==> config.mk <==
export PLATFORM = sky130hd
export DESIGN_NAME = rs_entry_alloc
export DESIGN_NICKNAME = d
export VERILOG_FILES = /design/src/rtl/rs_entry_alloc_pkg.sv /design/src/rtl/rs_entry_alloc_free_pair_select.sv /design/src/rtl/rs_entry_alloc.sv
export SDC_FILE = /design/constraint.sdc
export NUM_CORES = 1
export LEC_CHECK = 0
export BUFFER_PORTS_ARGS = -buffer_cell sky130_fd_sc_hd__buf_2
export CAP_MARGIN = 10
export CELL_PAD_IN_SITES_DETAIL_PLACEMENT = 0
export CELL_PAD_IN_SITES_GLOBAL_PLACEMENT = 2
export CORE_MARGIN = 4
export CORE_UTILIZATION = 21
export CTS_CLUSTER_SIZE = 25
export DETAILED_ROUTE_END_ITERATION = 8
export PLACE_DENSITY_LB_ADDON = 0.1
export SYNTH_ARGS = -nofsm -noshare
export SYNTH_HDL_FRONTEND = slang
export SYNTH_SLANG_ARGS = --single-unit
==> constraint.sdc <==
create_clock -name clk -period 2.3 [get_ports clk]
set_input_delay 0.23 -clock clk [delete_from_list [all_inputs] [get_ports clk]]
set_output_delay 0.23 -clock clk [all_outputs]
set_load 0.03 [all_outputs]
==> src/rtl/rs_entry_alloc_pkg.sv <==
// rs_pkg: shared sizing and index encoding for the reservation-station allocator
package rs_pkg;
  localparam int RS_SIZE = 4;
  localparam int RS_IW = $clog2(RS_SIZE) + 1;
  typedef logic [RS_IW-1:0] rs_idx_t;
  localparam rs_idx_t RS_IDX_NONE = '1;
endpackage

==> src/rtl/rs_entry_alloc_free_pair_select.sv <==
// free_pair_select: highest and next-highest set bit of the free vector, all-ones when absent
module free_pair_select #(
  parameter int SIZE = 4,
  localparam int IW = $clog2(SIZE) + 1
) (
  input  logic [SIZE-1:0] free,
  output logic [IW-1:0]   idx0,
  output logic [IW-1:0]   idx1
);
  always_comb begin
    idx0 = '1;
    idx1 = '1;
    for (int i = 0; i < SIZE; i++)
      if (free[i]) begin
        idx1 = idx0;
        idx0 = IW'(i);
      end
  end
endmodule

==> src/rtl/rs_entry_alloc.sv <==
// rs_entry_alloc: RS entry busy tracking, two allocs and two frees per cycle; sticky err output when RS_ALLOC_ERRCHK_EN is defined
module rs_entry_alloc
  import rs_pkg::*;
#(
  parameter int SIZE = RS_SIZE,
  localparam int IW = $clog2(SIZE) + 1
) (
  input  logic            clk,
  input  logic            rst_n,
  input  logic            flush,
  input  logic            alloc_req0,
  input  logic            alloc_req1,
  output logic            alloc_gnt0,
  output logic            alloc_gnt1,
  output logic [IW-1:0]   alloc_idx0,
  output logic [IW-1:0]   alloc_idx1,
  input  logic            free_vld0,
  input  logic [IW-2:0]   free_idx0,
  input  logic            free_vld1,
  input  logic [IW-2:0]   free_idx1,
  output logic [SIZE-1:0] busy,
  output logic [IW-1:0]   free_cnt,
  output logic            full,
  output logic            empty
`ifdef RS_ALLOC_ERRCHK_EN
  ,
  output logic            err
`endif
);
  logic [SIZE-1:0] busy_next, set, clr, hit0, hit1;
  logic [IW-1:0] cnt_next;
  free_pair_select #(.SIZE(SIZE)) u_sel (
    .free(~busy),
    .idx0(alloc_idx0),
    .idx1(alloc_idx1)
  );
  assign alloc_gnt0 = rst_n & alloc_req0 & (free_cnt >= IW'(1)) & ~flush;
  assign alloc_gnt1 = rst_n & alloc_req0 & alloc_req1 & (free_cnt >= IW'(2)) & ~flush;
  assign full = free_cnt == '0;
  assign empty = free_cnt == IW'(SIZE);
  // an out-of-range free index shifts the one-hot off the end and clears nothing
  assign hit0 = free_vld0 ? SIZE'(1) << free_idx0 : '0;
  assign hit1 = free_vld1 ? SIZE'(1) << free_idx1 : '0;
  always_comb begin
    set = (alloc_gnt0 ? SIZE'(1) << alloc_idx0 : '0) | (alloc_gnt1 ? SIZE'(1) << alloc_idx1 : '0);
    clr = hit0 | hit1;
    busy_next = flush ? '0 : (busy & ~clr) | set;
    cnt_next = '0;
    for (int i = 0; i < SIZE; i++) cnt_next = cnt_next + IW'(!busy_next[i]);
  end
  always_ff @(posedge clk)
    if (!rst_n) begin
      busy <= '0;
      free_cnt <= IW'(SIZE);
    end else begin
      busy <= busy_next;
      free_cnt <= cnt_next;
    end
`ifdef RS_ALLOC_ERRCHK_EN
  logic err_hit;
  assign err_hit = (free_vld0 & ~|(busy & hit0)) | (free_vld1 & ~|(busy & hit1));
  always_ff @(posedge clk)
    if (!rst_n) err <= 1'b0;
    else if (err_hit) err <= 1'b1;
`endif
endmodule

==> metrics.yaml, run 1 <==
worst_hold_path:
  hold_depth: 4
  hold_class: "primary input to flop"
  min-delay-start: "rst_n"
  hold_end: "busy[3]"
finish:
  multi_input_area_um2: 457
  instances_no_fill: 159
  nets: 144
  post-route-util_pct: 40.7
  fill_cells: 283
  diodes: 0
  syn_to_final_growth_pct: 79.4
  drive_gt1_share_pct: 56.6
  register_area_um2: 154
floorplan:
  die_x_um: 60.4
  die_area_mm2: 0.00365
  rows: 18
  coreArea_mm2: 0.00254
  die_y_um: 60.4
  initial_core_util_pct: 22.7
  ios: 28
synthesis:
  syn_nets: 88
  yosysWarnings: 0
  synth_cell_types: 33
  synth.yosys.seq_area_share_pct: 24.3
  synth_seq_cells: 7
  synth-edff-count: 0
  syn_area_per_cell_um2: 7.79
  synth_area_um2: 577
  syn_inst: 74
  synth_ff_type: "dfxtp_1"
  async_reset_ff_share_pct: 0
critical_path:
  critPathArrivalTime_ns: 2.60
  slowest_stage: "fa_1"
  crit_type: "flop to flop"
  startpoint_type: "flop"
  rrSetupSlack_ns: -0.15
  worst_setup_path_end_kind: "flop"
  r2r_end: "free_cnt[1]"
  path_max_fanout: 3
  worstRegToRegCells: 9
  worstPathCellList: "buf_6, nor2_4, or4_4, o311a_1, or2_1, fa_1, ha_2, ha_4, and2_4"
  r2r_start: "free_cnt[1]"
  crit_required_ns: 2.46
  cpPeakStageDelay_ns: 0.49
sta:
  worst_pin_slew_ns: 0.332
  maxSlewViolCount: 0
  finalClockSkew_ns: 0.00563
  finalHoldViolations: 0
  finalCritPeriodShare_pct: 106
  rsz0062_at_grt: "true"
  slew_headroom_pct: 77.8
  fin_tns_setup_ns: -0.317
  fmax_mhz: 408
  setup_ws_ns: -0.149
  finalSetupViolCount: 3
  period_minus_slack_ns: 2.45
routing:
  first_iter_violations: 6
  drt-wirelength-per-cell_um: 12.9
  wl_um: 2060
  firstDrtPassIters: 4
  drc: 0
  viasPerCell: 4.62
  vias: 734
  ant_nets: 0
global_route:
  grt_pass1_wl_um: 3400
  grt_max_degree: 7
  antenna_found_initial: 0
  grt.total_usage_pct: 12.6
  gr-total-overflow: 0
  grt_pass1_vias: 756
cts:
  h-tree-depth: 1
  path_clk_slew_ns: 0.06
  cts_tree: "built"
  cts_root_buf: "clkbuf_4"
  cts.sinks: 7
  numCtsBuffers: 3
  clk_latency_ns: 0.26
  clk_path_buf_depth: 2
pwr:
  power.total_w: 0.000366
  powerDensity_mw_per_mm2: 353
  p_leak_nw: 0.477
  vdd_ir_drop_max_mv: 0.186
placement:
  dp_cells: 153
  place_ws_ns: -0.253
  hpwl_um: 1750
  io_buffers: 27
  gp_congestion: 0.758
outcome:
  failed_checks: "setup timing"
  status: "complete, but fails checks"
flow_run:
  maxCapViolations: 0
-- logic make-up after synthesis --
logic type               Yosys count  share of synthesized area (%)
flip-flops                         7                           24.3
AO/OA/AOI/OAI                     16                           22.1
buffers and inverters              7                           4.77
XOR/XNOR                           2                           3.04
adder cells (fa/ha/maj)            4                           9.54
multiplexers                       1                           1.95
AND/OR/NAND/NOR                   37                           34.3
-- power breakdown --
part           leakage [nW]  switching (W)  internal [W]
clock                0.0150      0.0000502     0.0000665
sequential           0.0593     0.00000510      0.000124
combinational         0.403      0.0000646     0.0000552
-- final cells by class --
type / instances / area share (%)
multi-input combinational: 60 / 44.1
timing repair buffer: 55 / 33.7
sequential: 7 / 14.9
tap: 30 / 3.63
clock buffer: 4 / 2.54
inverter: 3 / 1.09
-- critical path, delay by kind of cell, from the launching register on --
| family | cells | cell delay, ns |
|---|---|---|
| flops | 1 | 0.37 |
| buf+inv | 1 | 0.10 |
| fa+ha+maj | 3 | 0.87 |
| compound gates | 1 | 0.14 |
| simple gates | 4 | 0.86 |
-- worst max path at each step --
| stage | from | endpoint | slack, ns |
|---|---|---|---|
| 3_3_place_gp | free_cnt[1] | free_cnt[1] | -0.22 |
| 6_report | free_cnt[1] | free_cnt[1] | -0.15 |
| 3_5_place_dp | flush | free_cnt[1] | -0.25 |
| 4_1_cts | free_cnt[1] | free_cnt[1] | -0.14 |
| 5_1_grt | free_cnt[1] | free_cnt[2] | -0.20 |
| 2_1_floorplan | free_cnt[2] | free_cnt[1] | -0.11 |
-- metrics by stage --
stage	hold slack (ns)	cell area, um2
detailed placement	0.584	961
floorplan	0.333	614
global route	0.380	1030
global placement	0.577	961
CTS	0.372	1020
finish	0.383	1030
-- cells in the final DEF (no fill, tap or decap), drive strengths merged, types with 2 or more instances in the layout --
master	n
xnor2	2
nor2	10
o211ai	3
or2	2
a21oi	3
nand3	2
and2	2
inv	3
ha	2
a211oi	3
nand2	9
o311a	2
buf	55
or2b	2
nor3	3
clkbuf	4
dfxtp	7
-- synth_stat cells (2+ instances only) --
| master | count | share of area, % |
|---|---|---|
| a211oi_1 | 3 | 3.9 |
| a21oi_1 | 3 | 2.6 |
| and2_2 | 2 | 2.6 |
| clkbuf_1 | 3 | 2.0 |
| dfxtp_1 | 7 | 24 |
| ha_1 | 2 | 4.3 |
| inv_1 | 2 | 1.3 |
| nand2_1 | 9 | 5.9 |
| nand3_1 | 2 | 1.7 |
| nor2_1 | 10 | 6.5 |
| nor3_1 | 3 | 2.6 |
| o211ai_1 | 3 | 3.9 |
| o311a_1 | 2 | 3.5 |
| or2_1 | 2 | 2.2 |
| or2b_1 | 2 | 2.6 |
| xnor2_1 | 2 | 3.0 |
-- what timing repair did --
| item | 4_1_cts | 5_1_grt |
|---|---|---|
| hold buffers | 0 | 0 |
| endpoints found under the setup margin | 3 | 3 |
| pin swaps | 0 | 2 |
| resized for setup | 4 | 2 |
| setup buffers | 1 | 1 |
-- sequential cells by signal, summed over array words and instances (netlist names) --
register / count
free_cnt: 3
busy: 4
-- routing by layer --
| layer | vias to the layer above | GRT usage (%) | routed length, um |
|---|---|---|---|
| met2 | 17 | 21.3 | 1020 |
| met5 | - | 0 | 0 |
| met4 | 0 | 3.72 | 8 |
| li1 | 379 | - | - |
| met3 | 3 | 2.55 | 78 |
| met1 | 335 | 16.2 | 947 |
No activity file was read; power rests on OpenSTA's default activity.
==> inputs of run 2 (changes only) <==
--- a/config.mk
+++ b/config.mk
@@ -13,6 +13,7 @@
 export CORE_UTILIZATION = 21
 export CTS_CLUSTER_SIZE = 25
 export DETAILED_ROUTE_END_ITERATION = 8
+export HOLD_SLACK_MARGIN = 0.03
 export PLACE_DENSITY_LB_ADDON = 0.1
 export SYNTH_ARGS = -nofsm -noshare
 export SYNTH_HDL_FRONTEND = slang
==> constraint.sdc (replaced) <==
create_clock -name clk -period 2.3 [get_ports clk]
set_input_delay 0.115 -clock clk [delete_from_list [all_inputs] [get_ports clk]]
set_output_delay 0.115 -clock clk [all_outputs]
set_load 0.03 [all_outputs]
==> run 2 against run 1 <==
Compared with the run above:
- the flow still finishes with violations (setup timing)
- worst setup slack better by 0.089 ns
- sequential share of layout area is 1.0 points higher
- clock power is 3% lower
- die area stayed put
- flip-flop and latch count stayed put
- critical path depth is 1 lower
- first-iteration DRC count grew to 3.3 times the previous value
- count of clock-buffer cells in the layout stayed put
- non-clock buffer count is 7 lower
- global-route usage is 2.2 points lower
- critical path type unchanged
- critical endpoint unchanged
- largest power group unchanged
==> metrics.yaml, run 2 (synthesized netlist as in run 1, its figures left out) <==
outcome:
  status: "complete, but fails checks"  # unchanged
  failed_checks: "setup timing"  # unchanged
finish:
  largest-register: "busy"  # unchanged
  fin_area_um2: 968  # was 0.00103 mm2
  fill_cells: 278  # was 283
  register_area_um2: 154  # unchanged
  drive_gt1_share_pct: 55.7  # was 56.6%
  nets: 137  # was 144
  final_common_cell: "buf_2"
  top_regs: "busy (4), free_cnt (3)"  # unchanged
  diodes: 0  # unchanged
  syn_to_final_growth_pct: 67.9  # was 79.4%
  layout_common_cells: "buf_2, buf_4, nand2_1, nor2_1"  # unchanged
  largest_reg_flops: 4  # unchanged
  multi_input_area_um2: 447  # was 457 um2
cts:
  clk_path_buf_depth: 2  # unchanged
  cts_tree: "built"  # unchanged
  cts.sinks: 7  # unchanged
  clk_latency_ns: 0.25  # was 0.26 ns
  h-tree-depth: 1  # unchanged
  cts_setup_buffers: 0  # was 1
  cts_hold_buf: 0  # unchanged
  path_clk_slew_ns: 0.05  # was 0.06 ns
  cts.repair.resized: 0  # was 4
  cts_root_buf: "clkbuf_4"  # unchanged
  numCtsBuffers: 3  # unchanged
placement:
  hpwl_um: 1500  # was 1750 um
  gp_congestion: 0.738  # was 0.758
  io_buffers: 27  # unchanged
  place_area_um2: 910  # was 961 um2
sta:
  finalSetupViolCount: 2  # was 3
  fmax_mhz: 424  # was 408 MHz
  fin_tns_setup_ns: -0.119  # was -0.317 ns
  finalCritPeriodShare_pct: 103  # was 106%
  worst_pin_slew_ns: 0.400  # was 0.332 ns
  finalHoldViolations: 0  # unchanged
  maxSlewViolCount: 0  # unchanged
  finalClockSkew_ns: 0.00390  # was 0.00563 ns
  period_minus_slack_ns: 2.36  # was 2.45 ns
  setup_ws_ns: -0.0601  # was -0.149 ns
  slew_headroom_pct: 73.3  # was 77.8%
  rsz0062_at_grt: "true"  # unchanged
critical_path:
  r2r_end: "free_cnt[1]"  # unchanged
  crit_end: "free_cnt[1]"  # unchanged
  worst_setup_path_end_kind: "flop"  # unchanged
  crit_type: "flop to flop"  # unchanged
  rrSetupSlack_ns: -0.06  # was -0.15 ns
  startpoint_type: "flop"  # unchanged
  r2r_start: "busy[3]"  # was free_cnt[1]
  worstRegToRegCells: 8  # was 9
  slowest_stage: "fa_1"  # unchanged
  worstPathCellList: "xnor2_2, or4_1, o311a_1, or2_1, fa_1, ha_2, ha_4, and2_4"  # was buf_6, nor2_4, or4_4, o311a_1, or2_1, fa_1, ha_2, ha_4, and2_4
  path_max_fanout: 2  # was 3
  cpPeakStageDelay_ns: 0.48  # was 0.49 ns
  crit_required_ns: 2.44  # was 2.46 ns
  critPathArrivalTime_ns: 2.50  # was 2.60 ns
  cp-startpoint: "busy[3]"  # was free_cnt[1]
routing:
  wl_um: 1790  # was 2060 um
  drc: 0  # unchanged
  ant_nets: 0  # unchanged
  firstDrtPassIters: 4  # unchanged
  drt-wirelength-per-cell_um: 11.8  # was 12.9 um
  first_iter_violations: 20  # was 6
  vias: 683  # was 734
  viasPerCell: 4.49  # was 4.62
floorplan:
  rows: 18  # unchanged
  die_area_mm2: 0.00365  # unchanged
  ios: 28  # unchanged
  die_y_um: 60.4  # unchanged
  coreArea_mm2: 0.00254  # unchanged
  die_x_um: 60.4  # unchanged
  initial_core_util_pct: 22.7  # unchanged
global_route:
  antenna_found_initial: 0  # unchanged
  gr-total-overflow: 0  # unchanged
  grt.total_usage_pct: 10.4  # was 12.6%
  grt_pass1_vias: 609  # was 756
  grt_max_degree: 12  # was 7
  grt_pass1_wl_um: 2790  # was 3400 um
flow_run:
  maxCapViolations: 0  # unchanged
pwr:
  pwr-share-comb_pct: 30.7  # was 32.8%
  power.switching_w: 0.000111  # was 0.000120 W
  internal_power_w: 0.000236  # was 0.000246 W
  powerDensity_mw_per_mm2: 358  # was 353 mW/mm2
  clkPwrFrac_pct: 32.4  # was 31.9%
  p_seq_share_pct: 36.9  # was 35.3%
  power.total_w: 0.000347  # was 0.000366 W
  vdd_ir_drop_max_mv: 0.278  # was 0.186 mV
  p_leak_nw: 0.437  # was 0.477 nW
  p_sw_share_pct: 31.9  # was 32.8%
worst_hold_path:
  hold_class: "primary input to flop"  # unchanged
-- run 2: cell types whose count changed in the layout (fill, tap and decap cells not counted), sizes merged --
cell  before  now
buf       55   48
-- run 2: worst max-delay path: cells and delay by family (launching register included) --
| family | cells | cell delay (ns) |
|---|---|---|
| fa+ha+maj | 3 | 0.85 |
| xor+xnor | 1 | 0.14 |
| simple gates | 3 | 0.76 |
| flops | 1 | 0.34 |
| compound gates | 1 | 0.15 |
-- run 2: metal layers --
| layer | GRT usage, % | share of wire, % | routed length, um | vias up |
|---|---|---|---|---|
| met5 | 0 | 0 | 0 | - |
| met4 | 2.79 | 0.95 | 17 | 0 |
| met3 | 3.40 | 4.7 | 84 | 2 |
| met2 | 16.5 | 47 | 838 | 16 |
| met1 | 13.6 | 47 | 850 | 299 |
| li1 | - | - | - | 366 |
-- run 2: cell type report --
cell class	count	share of cell area, %
sequential	7	15.9
timing repair buffer	48	30.2
inverter	3	1.16
multi-input combinational	60	46.1
tap	30	3.88
clock buffer	4	2.71
-- run 2: metrics by stage --
stage                     hold WS (ns)  util [%]  std cells  worst slack (ns)
after global routing             0.271      38.1        152            -0.132
after floorplan                  0.218         -         74            -0.116
final                            0.254      38.1        152           -0.0601
after detailed placement         0.509      35.7        148            -0.180
after CTS                        0.242      36.8        152            -0.108
after global placement           0.506      35.7        148            -0.136
-- run 2: power groups by stage --
stage | registers (W) | logic, W | clock network, W
final | 0.000128 | 0.000107 | 0.000113
after global routing | 0.000128 | 0.000115 | 0.000128
after CTS | 0.000128 | 0.000103 | 0.000117
after detailed placement | 0.000130 | 0.000103 | 0
after global placement | 0.000130 | 0.000102 | 0
after floorplan | 0.000139 | 0.0000436 | 0
-- run 2: worst min path at each step --
| stage | to | slack, ns | cells after the start | start |
|---|---|---|---|---|
| after floorplan | busy[3] | 0.22 | 2 | rst_n |
| after global placement | busy[3] | 0.51 | 4 | rst_n |
| after detailed placement | busy[3] | 0.51 | 4 | rst_n |
| after CTS | busy[3] | 0.24 | 4 | rst_n |
| after global routing | busy[3] | 0.27 | 4 | rst_n |
| final | busy[3] | 0.25 | 4 | rst_n |
==> inputs of run 3 (changes only) <==
--- a/config.mk
+++ b/config.mk
@@ -5,16 +5,18 @@
 export SDC_FILE = /design/constraint.sdc
 export NUM_CORES = 1
 export LEC_CHECK = 0
+export ABC_AREA = 1
 export BUFFER_PORTS_ARGS = -buffer_cell sky130_fd_sc_hd__buf_2
 export CAP_MARGIN = 10
 export CELL_PAD_IN_SITES_DETAIL_PLACEMENT = 0
 export CELL_PAD_IN_SITES_GLOBAL_PLACEMENT = 2
 export CORE_MARGIN = 4
-export CORE_UTILIZATION = 21
+export CORE_UTILIZATION = 19
 export CTS_CLUSTER_SIZE = 25
 export DETAILED_ROUTE_END_ITERATION = 8
 export HOLD_SLACK_MARGIN = 0.03
 export PLACE_DENSITY_LB_ADDON = 0.1
+export SLEW_MARGIN = 20
 export SYNTH_ARGS = -nofsm -noshare
 export SYNTH_HDL_FRONTEND = slang
 export SYNTH_SLANG_ARGS = --single-unit
==> run 3 against run 2 <==
Compared with the run above:
- the flow now finishes without violations
- die area up 8.3%
- cell area down 15%
- sequential power about the same
- worst hold slack worse by 0.15 ns
- worst setup slack better by 0.19 ns
- flip-flop and latch count unchanged
- core utilization down 8.7 points
- sequential share of layout area up 2.5 points
- highest routed layer unchanged
==> metrics.yaml, run 3 <==
worst_hold_path:
  hold_class: "primary input to flop"  # unchanged
sta:
  finalHoldViolations: 0  # unchanged
  setup_ws_ns: 0.130  # was -0.0601 ns
  worst_pin_slew_ns: 0.218  # was 0.400 ns
  rsz0062_at_grt: "false"  # was true
  slew_headroom_pct: 85.4  # was 73.3%
  finalSetupViolCount: 0  # was 2
  fmax_mhz: 461  # was 424 MHz
  maxSlewViolCount: 0  # unchanged
  finalClockSkew_ns: 0.00725  # was 0.00390 ns
  finalCritPeriodShare_pct: 94.3  # was 103%
  period_minus_slack_ns: 2.17  # was 2.36 ns
  fin_tns_setup_ns: 0  # was -0.119 ns
  holdWs_ns: 0.100  # was 0.254 ns
synthesis:
  yosysWarnings: 0  # unchanged
  async_reset_ff_share_pct: 0  # unchanged
  synth-edff-count: 0  # unchanged
  synth_area_leaders: "dfxtp_1, nand3_1, nand2_1"  # was dfxtp_1, nor2_1, nand2_1
  synth.yosys.seq_area_share_pct: 24.5  # was 24.3%
  synth_top_area_share_pct: 24.5  # was 24.3%
  synth_seq_cells: 7  # unchanged
  yosys.area.top_type: "dfxtp_1"  # unchanged
  synth_cell_types: 18  # was 33
  syn_area_per_cell_um2: 6.15  # was 7.79 um2
  syn_nets: 107  # was 88
  synth_area_um2: 572  # was 577 um2
  synth.most_common_cell: "nand2_1"  # was nor2_1
  synth_ff_type: "dfxtp_1"  # unchanged
  yosys-top-cells-count: "nand2_1, nand3_1, inv_1"  # was nor2_1, nand2_1, dfxtp_1
  syn_inst: 93  # was 74
finish:
  largest-register: "busy"  # unchanged
  layout_common_cells: "buf_2, nand2_1, nand3_1, inv_1, nor2_1"  # was buf_2, buf_4, nand2_1, nor2_1
  syn_to_final_growth_pct: 44.0  # was 67.9%
  final_common_cell: "buf_2"  # unchanged
  fill_cells: 336  # was 278
  largest_reg_flops: 4  # unchanged
  fin_area_um2: 823  # was 968 um2
  drive_gt1_share_pct: 43.8  # was 55.7%
  multi_input_area_um2: 373  # was 447 um2
  top_regs: "busy (4), free_cnt (3)"  # unchanged
  post-route-util_pct: 29.3  # was 38.1%
  diodes: 0  # unchanged
  register_area_um2: 151  # was 154 um2
  nets: 143  # was 137
pwr:
  vdd_ir_drop_max_mv: 0.177  # was 0.278 mV
  p_leak_nw: 0.439  # was 0.437 nW
  powerDensity_mw_per_mm2: 397  # was 358 mW/mm2
routing:
  first_iter_violations: 15  # was 20
  ant_nets: 0  # unchanged
  wl_um: 1790  # about the same
  highest_layer: "met4"  # unchanged
  vias: 681  # was 683
  dr_wl_met3_um: 71  # was 84 um
  route.met2.wl_um: 908  # was 838 um
  firstDrtPassIters: 4  # unchanged
  drt-wirelength-per-cell_um: 11.2  # was 11.8 um
  viasPerCell: 4.28  # was 4.49
  drc: 0  # unchanged
  drt-met1-wl_um: 772  # was 850 um
cts:
  clk_latency_ns: 0.26  # was 0.25 ns
  h-tree-depth: 1  # unchanged
  cts_root_buf: "clkbuf_4"  # unchanged
  cts.sinks: 7  # unchanged
  path_clk_slew_ns: 0.06  # was 0.05 ns
  cts_tree: "built"  # unchanged
  numCtsBuffers: 3  # unchanged
  clk_path_buf_depth: 2  # unchanged
floorplan:
  die_x_um: 62.9  # was 60.4 um
  initial_core_util_pct: 20.4  # was 22.7%
  die_y_um: 62.9  # was 60.4 um
  die_area_mm2: 0.00395  # was 0.00365 mm2
  ios: 28  # unchanged
  rows: 19  # was 18
  coreArea_mm2: 0.00281  # was 0.00254 mm2
global_route:
  grt.total_usage_pct: 9.94  # was 10.4%
  grt_pass1_vias: 721  # was 609
  gr-total-overflow: 0  # unchanged
  antenna_found_initial: 0  # unchanged
  grt_max_degree: 9  # was 12
  grt_pass1_wl_um: 3150  # was 2790 um
flow_run:
  maxCapViolations: 0  # unchanged
critical_path:
  crit_type: "flop to flop"  # unchanged
  path_max_fanout: 6  # was 2
  worst_setup_path_end_kind: "flop"  # unchanged
  startpoint_type: "flop"  # unchanged
  critPathArrivalTime_ns: 2.32  # was 2.50 ns
  crit_required_ns: 2.45  # was 2.44 ns
placement:
  io_buffers: 27  # unchanged
  place_area_um2: 773  # was 910 um2
  hpwl_um: 1530  # was 1500 um
  gp_congestion: 0.681  # was 0.738
  place_ws_ns: 0.0750  # was -0.180 ns
outcome:
  status: "finished clean"  # was complete, but fails checks
[run 3: changes by cell type after synthesis, moves of 3 or more]
cell      delta
nor3_1       -3
a21oi_1      -3
a211oi_1     -3
inv_1       +13
clkbuf_1     -3
nand2_2      +6
nand2_1     +11
nand3_1     +14
[run 3: cell families (layout without fill, tap and decap cells)]
group | count (synthesis) | in the layout | synth area share, %
DFF | 7 | 7 | 24.5
and+or+nand+nor | 61 | 61 | 51.6
AOI/OAI and AO/OA | 4 | 4 | 3.94
adders and majority gates | 3 | 3 | 7.88
buffers and inverters | 18 | 53 | 12.0
[run 3: metal layers]
layer | up-vias | GRT usage [%]
met5 | - | 0
li1 | 356 | -
met4 | 0 | 4.96
met3 | 3 | 1.80
met2 | 10 | 18.1
met1 | 312 | 10.9
[run 3: path summary, 6_finish.rpt]
path,from,endpoint,slack (ns),cells past startpoint
hold / removal,rst_n,free_cnt[1],0.10,3
hold reg to reg,busy[3],busy[2],0.72,4
setup / recovery,busy[2],free_cnt[2],0.13,11
setup reg to reg,busy[2],free_cnt[2],0.13,11
[run 3: stage by stage]
step,cells,total power [W]
after global routing,159,0.000348
after CTS,158,0.000333
after detailed placement,154,0.000216
final,159,0.000327
after global placement,154,0.000217
after floorplan,93,0.000185
[run 3: power by group]
group / internal [W] / switching (W)
clock: 0.0000664 / 0.0000481
sequential: 0.000124 / 0.00000451
combinational: 0.0000273 / 0.0000567
[run 3: layout make-up]
class / instances / area share (%)
repair buffers: 31 / 20.1
flip-flops and latches: 7 / 18.4
clock buffers: 4 / 3.19
inverters: 18 / 8.36
well taps: 31 / 4.71
multi-input cells: 68 / 45.3
[run 3: timing repair]
| action | in CTS | in global routing |
|---|---|---|
| gates resized for setup | 0 | 6 |
| endpoints found under the setup margin | 0 | 2 |
| hold endpoints to repair | 0 | 0 |
| buffers inserted | 0 | 1 |
| hold buffers | 0 | 0 |
[run 3: worst max-delay path, stage by stage (launching register included)]
cell,delay (ns)
dfxtp_4,0.39
inv_2,0.05
nand2_2,0.08
nand2_2,0.06
nor2_4,0.14
nand3_2,0.08
nand2_2,0.08
nand2_2,0.06
fa_1,0.48
ha_1,0.19
ha_1,0.17
or2_2,0.28
